### src/rtl/decoder_pkg.sv
// Shared widths, FSM state type and decode helpers for the 5-to-32 strobe decoder.
// DECODER_THERMO_EN adds the thermometer helper.
package decoder_pkg;

    localparam int IDX_W = 5;
    localparam int N_OUT = 32;

    typedef enum logic {
        IDLE = 1'b0,
        HOLD = 1'b1
    } state_t;

    function automatic logic [N_OUT-1:0] onehot(input logic [IDX_W-1:0] idx);
        return N_OUT'(1) << idx;
    endfunction

`ifdef DECODER_THERMO_EN
    // Bits 0..idx set; idx=31 yields all ones.
    function automatic logic [N_OUT-1:0] thermo(input logic [IDX_W-1:0] idx);
        return {N_OUT{1'b1}} >> (N_OUT - 1 - int'(idx));
    endfunction
`endif

endpackage

### src/rtl/dec_5_32_comb.sv
// Index to one-hot (or thermometer with DECODER_THERMO_EN) decode.
// Purely combinational, zero latency; no flow control.
// Every 5-bit index is legal, so there is no error output.
module dec_5_32_comb
    import decoder_pkg::*;
(
    input  logic [IDX_W-1:0] idx,
`ifdef DECODER_THERMO_EN
    input  logic             thermo_sel,
`endif
    output logic [N_OUT-1:0] dec
);

    always_comb begin
        dec = onehot(idx);
`ifdef DECODER_THERMO_EN
        if (thermo_sel) begin
            dec = thermo(idx);
        end
`endif
    end

endmodule

### src/rtl/decoder_5_32_strobe.sv
// Registered 5-to-32 strobe decoder; holds each accepted code on out for HOLD_CYCLES cycles.
// Latency: out updates one cycle after accept; back-to-back codes leave no zero gap.
// Backpressure: in_ready only when idle or in the last hold cycle; en=0 blocks and aborts. Option: DECODER_THERMO_EN.
module decoder_5_32_strobe
    import decoder_pkg::*;
#(
    parameter int HOLD_CYCLES = 4,
    parameter int CNT_W       = 8
) (
    input  logic             clk,
    input  logic             rst,
    input  logic             en,
    input  logic             in_valid,
    output logic             in_ready,
    input  logic [IDX_W-1:0] in,
`ifdef DECODER_THERMO_EN
    input  logic             thermo,
`endif
    output logic [N_OUT-1:0] out,
    output logic             out_valid,
    output logic             busy
);

    localparam logic [CNT_W-1:0] HOLD_M1 = CNT_W'(HOLD_CYCLES - 1);

    state_t             state_q, state_d;
    logic [CNT_W-1:0]   cnt_q, cnt_d;
    logic [N_OUT-1:0]   out_d;
    logic               out_valid_d;
    logic [N_OUT-1:0]   dec_word;
    logic               accept;

    dec_5_32_comb u_dec (
        .idx        (in),
`ifdef DECODER_THERMO_EN
        .thermo_sel (thermo),
`endif
        .dec        (dec_word)
    );

    // cnt==0 marks the last hold cycle, where a new code may chain in without a gap.
    assign in_ready = en && ((state_q == IDLE) || (cnt_q == '0));
    assign accept   = in_valid && in_ready;
    assign busy     = (state_q == HOLD);

    always_comb begin
        state_d     = state_q;
        cnt_d       = cnt_q;
        out_d       = out;
        out_valid_d = out_valid;
        if (!en) begin
            state_d     = IDLE;
            cnt_d       = '0;
            out_d       = '0;
            out_valid_d = 1'b0;
        end else if (accept) begin
            state_d     = HOLD;
            cnt_d       = HOLD_M1;
            out_d       = dec_word;
            out_valid_d = 1'b1;
        end else if (state_q == HOLD) begin
            if (cnt_q != '0) begin
                cnt_d = cnt_q - CNT_W'(1);
            end else begin
                state_d     = IDLE;
                out_d       = '0;
                out_valid_d = 1'b0;
            end
        end
    end

    always_ff @(posedge clk or posedge rst) begin
        if (rst) begin
            state_q   <= IDLE;
            cnt_q     <= '0;
            out       <= '0;
            out_valid <= 1'b0;
        end else begin
            state_q   <= state_d;
            cnt_q     <= cnt_d;
            out       <= out_d;
            out_valid <= out_valid_d;
        end
    end

endmodule

### config.mk
export PLATFORM = sky130hd
export DESIGN_NAME = decoder_5_32_strobe
export DESIGN_NICKNAME = d
export VERILOG_FILES = /design/src/rtl/decoder_pkg.sv /design/src/rtl/dec_5_32_comb.sv /design/src/rtl/decoder_5_32_strobe.sv
export SDC_FILE = /design/constraint.sdc
export NUM_CORES = 1
export LEC_CHECK = 0
export ABC_AREA = 0
export BUFFER_PORTS_ARGS = -buffer_cell sky130_fd_sc_hd__buf_4
export CORE_ASPECT_RATIO = 1.5
export CORE_MARGIN = 4
export CORE_UTILIZATION = 40
export CTS_CLUSTER_DIAMETER = 200
export DETAILED_ROUTE_END_ITERATION = 16
export PLACE_DENSITY_LB_ADDON = 0.12
export SYNTH_ARGS = -nofsm -noshare
export SYNTH_HDL_FRONTEND = slang
export SYNTH_HIERARCHICAL = 1
export SYNTH_SLANG_ARGS = --single-unit
### constraint.sdc
create_clock -name clk -period 3.5 [get_ports clk]
set_input_delay 0.525 -clock clk [delete_from_list [all_inputs] [get_ports clk]]
set_output_delay 0.525 -clock clk [all_outputs]
set_load 0.02 [all_outputs]
Yosys cells after proc, flatten, opt, wreduce, memory -nomap -nowiden
Cells that the tools add are included.
W data, S select, Z words.

word-level totals
  input bits = 9
  register bits after elaboration = 42
  output and inout port bits = 35
  logic and storage cells = 33

operators by class
  reductions and logical operators = 7
  add/sub/neg operators = 1
  mux-type cells = 16
  shifts and indexed selects = 1
  equality and inequality tests = 3
  bitwise logic cells = 1

operators with widths
  kind                    number
  $mux W32                4
  $mux W8                 4
  $shl A1 B5 Y32 const A  1
  $logic_not A8 Y1        1
  $mux W1                 8
  $reduce_bool A8 Y1      1
  $sub A8 B1 Y8 const B   1
  $ne A3 B1 Y1 const B    2
  $reduce_and A2 Y1       2
  $ne A3 B3 Y1 const B    1
  $logic_and A1 B1 Y1     2
  $logic_or A1 B1 Y1      1
  $not A1 Y1              1

Longest topological paths before layout
  depth in word-level cells = 6
  gate-level depth with buffers = 7
  depth with buffers taken out = 6

Hierarchy
The synthesis kept the hierarchy.

modules (own cells, without submodules)
  module               area each (µm²)  instances  seq. area each (µm²)  cells an instance
  decoder_5_32_strobe  1734.2           1          1051.0                140
  dec_5_32_comb        214.0            1          0.0                   47

Worst setup path before layout
No wires, ideal clock.

  path type = register to output
  start = register cnt_q[2]
  end = output in_ready
  stages on the path, launching flop included = 5
  slack = 1.339 ns
  required time = 2.975 ns
  buffers on the path = 1
  arrival = 1.636 ns
  cell sequence = dfrtp_1 > or3_4 > o31a_1 > clkbuf_1 > nor2_1

on the way
  word-level cells in the longest chain between the ends = 3

ends and longest elaborated chain
  element                   RTL line                   text
  start: declaration        decoder_5_32_strobe.sv:27  logic [CNT_W-1:0] cnt_q, cnt_d;
  start signal: assignment  decoder_5_32_strobe.sv:80  cnt_q <= cnt_d;
  $logic_not A8 Y1          decoder_5_32_strobe.sv:42  assign in_ready = en && ((state_q == IDLE) || (cnt_q == '0));
  $logic_or A1 B1 Y1        decoder_5_32_strobe.sv:42
  $logic_and A1 B1 Y1       decoder_5_32_strobe.sv:42
  end: declaration          decoder_5_32_strobe.sv:14  output logic in_ready,

Every way passes these cells.

Final worst setup path
Ends and elaborated chain as after synthesis.

==> flow_summary.ini <==
[flow_run]
cap_violations = 0

[detailed_routing]
drtIter0Drc = 92
firstDrtPassIters = 5
routed_via_density = 5.526
remaining_drc_errors = 0
wl_per_cell_microns = 16.20
vias = 1619
drt-total-wl_microns = 4748
antenna_left = 0

[clock_tree]
clk_latency_ns = 0.29
cts_setup_buffers = 0
cts_resized = 0
cts_max_level = 2
cts.reportedPaths.clkPinSlew_ns = 0.08
clockBufferDepth = 2
ctsHoldBuffers = 0
cts.sinks = 42
cts_buffers = 5
cts_root_buffer = clkbuf_8
cts_tree = yes

[placement]
port_buffers = 43
place.gp.congestion = 0.8564
placed_area_sq_um = 2310
dp.cells = 285
dpl.hpwl_microns = 3454
dp_slack_ns = 1.386

[yosys]
synth_nets = 198
avgSynthCellArea_sq_um = 10.42
netlist_area_sq_um = 1948
netlist_instances = 187
synth_commonest_cells = dfrtp_1, nor2_1, a22o_1, clkbuf_1
synthArstFlopShare_pct = 100.0
yosysMostFrequentCell = dfrtp_1
ys_seq_elements = 42
yosysTopAreaCell = dfrtp_1
synth_top_cells_by_area = dfrtp_1, a22o_1, nor2_1
yosysUniqueCellTypes = 31
synth_seq_area_share_pct = 53.95
synth_top_area_share_pct = 53.95
synth_edf_count = 0
synth_ff_type = dfrtp_1
yosys_warnings = 6

[worst_setup_path]
cp-end-kind = output pin
reg2reg_from = cnt_q[2]
critPathRequiredTime_ns = 2.97
start_kind = register
crit_arrival_ns = 1.92
cp-startpoint = cnt_q[2]
crit_fanout = 12
path_class = reg2out

[layout]
num-nets-final = 239
drive_gt1_share_pct = 26.64
fillCellCount = 452
design_area_sq_um = 2401
diodes = 0
final_cells = 293
syn_to_final_growth_pct = 23.25

[die]
fp.dieH_microns = 93.47
design.core.area_sq_um = 4617
rows = 30
initial_core_util_pct = 42.20
fp.dieW_microns = 64.98
die_area_sq_um = 6074
io_pins = 44

[timing]
hold_ws_ns = 0.3884
skew_ns = 0.01112
rsz0062_at_grt = no
fmax_mhz = 409.8
fin_crit_sh_pct = 69.72
finalHoldViolations = 0
setup_ws_ns = 1.060
setup_viol = 0
fin_crit_ns = 2.440
slew_viol_final = 0
tightest_slew_ns = 0.8014
final.setup.tns_ns = 0
relSlewSlack_pct = 46.52

[global_routing]
track_usage_pct = 17.09
grt_max_degree = 34
gr-total-overflow = 0
grt_pass1_wl_microns = 8093
antenna_found_initial = 0
grt_pass1_vias = 1649

[power]
powerDensity_nw_per_um2 = 409.0
vdd_drop_max_mv = 0.3004
power_leakage_nw = 1.162

[hold_path]
hp-class = in2async

[run_status]
outcome = finished, final reports clean
==> final timing paths <==
kind | to | slack [ns] | cells after the start
worst max-delay path | in_ready | 1.06 | 4
worst min-delay path | busy | 0.39 | 2
worst max register to register | out[15] | 1.34 | 5
worst min register to register | out_valid | 0.49 | 1
max in group asynchronous | out_valid | 2.33 | 3
min in group clk | out_valid | 0.49 | 1
==> final cells by class <==
type	count	area, sq um	share of cell area, %
repair buffers	46	345.3	14.38
inverters	4	15.01	0.6253
multi-input cells	129	818.3	34.08
clock buffers	7	86.33	3.596
clock inverters	1	5.005	0.2084
well taps	64	80.08	3.335
flip-flops and latches	42	1051	43.77
==> critical path, cell delays in order (launching register included) <==
cell and delay [ns]:
dfrtp_1 0.44, or3_4 0.42, o31a_1 0.46, nor2_1 0.15
buf_4 0.15
==> where the power goes <==
part	internal, mW	total, mW	switching (mW)	leakage (nW)
Clock	0.159	0.317	0.158	0.0482
Combinational	0.0557	0.152	0.0968	0.534
Sequential	0.498	0.513	0.0144	0.579
==> through the flow <==
step	utilization [%]	total power, mW
final	52.01	0.9821
after global routing	52.01	1.036
after CTS	52.01	0.9918
after detailed placement	50.03	0.6741
after global placement	50.03	0.6717
after floorplan	-	0.6282
==> state kept, by name, summed over array words and instances (netlist names) <==
register and cells:
cnt_q 8, out 32, out_valid 1, busy 1
==> layer usage <==
| layer | global-route usage (%) | vias up | share of wire, % | routed length (microns) |
|---|---|---|---|---|
| met2 | 29.12 | 60 | 53 | 2516 |
| met1 | 20.54 | 804 | 39 | 1862 |
| met3 | 3.606 | 9 | 5.4 | 256 |
| met5 | 0 | - | 0 | 0 |
| met4 | 7.231 | 0 | 2.4 | 112 |
| li1 | - | 746 | - | - |
==> cell usage in the layout (no fill, tap or decap) <==
master     n
inv_1      3
a21o_1     1
nand2b_1   4
nor2b_1    2
o21ai_0    7
o21a_1     1
clkbuf_1   1
nor3_1     4
buf_4     46
dfrtp_1   42
or3_1      2
clkinv_1   1
nand2_1    7
o211ai_1   2
nor2_1    37
or2_2      3
clkbuf_8   6
nor4_1     2
clkinv_2   1
nand3_1    3
or3b_2     2
o31a_1     1
a22o_1    32
a211oi_1   1
a21oi_1    3
nand3b_1   3
or3b_1     3
nor3b_1    2
and2_1     1
nor3b_4    1
ha_1       2
or3_4      1
nand4b_1   1
a21oi_2    1
==> kinds of logic after synthesis <==
logic type / after synthesis / synth area share, %
compound gates: 49 / 19.59
fa+ha+maj: 2 / 1.284
flops: 42 / 53.95
simple gates: 78 / 20.94
buf+inv: 16 / 4.238
Power figures use the tool's default switching activity.
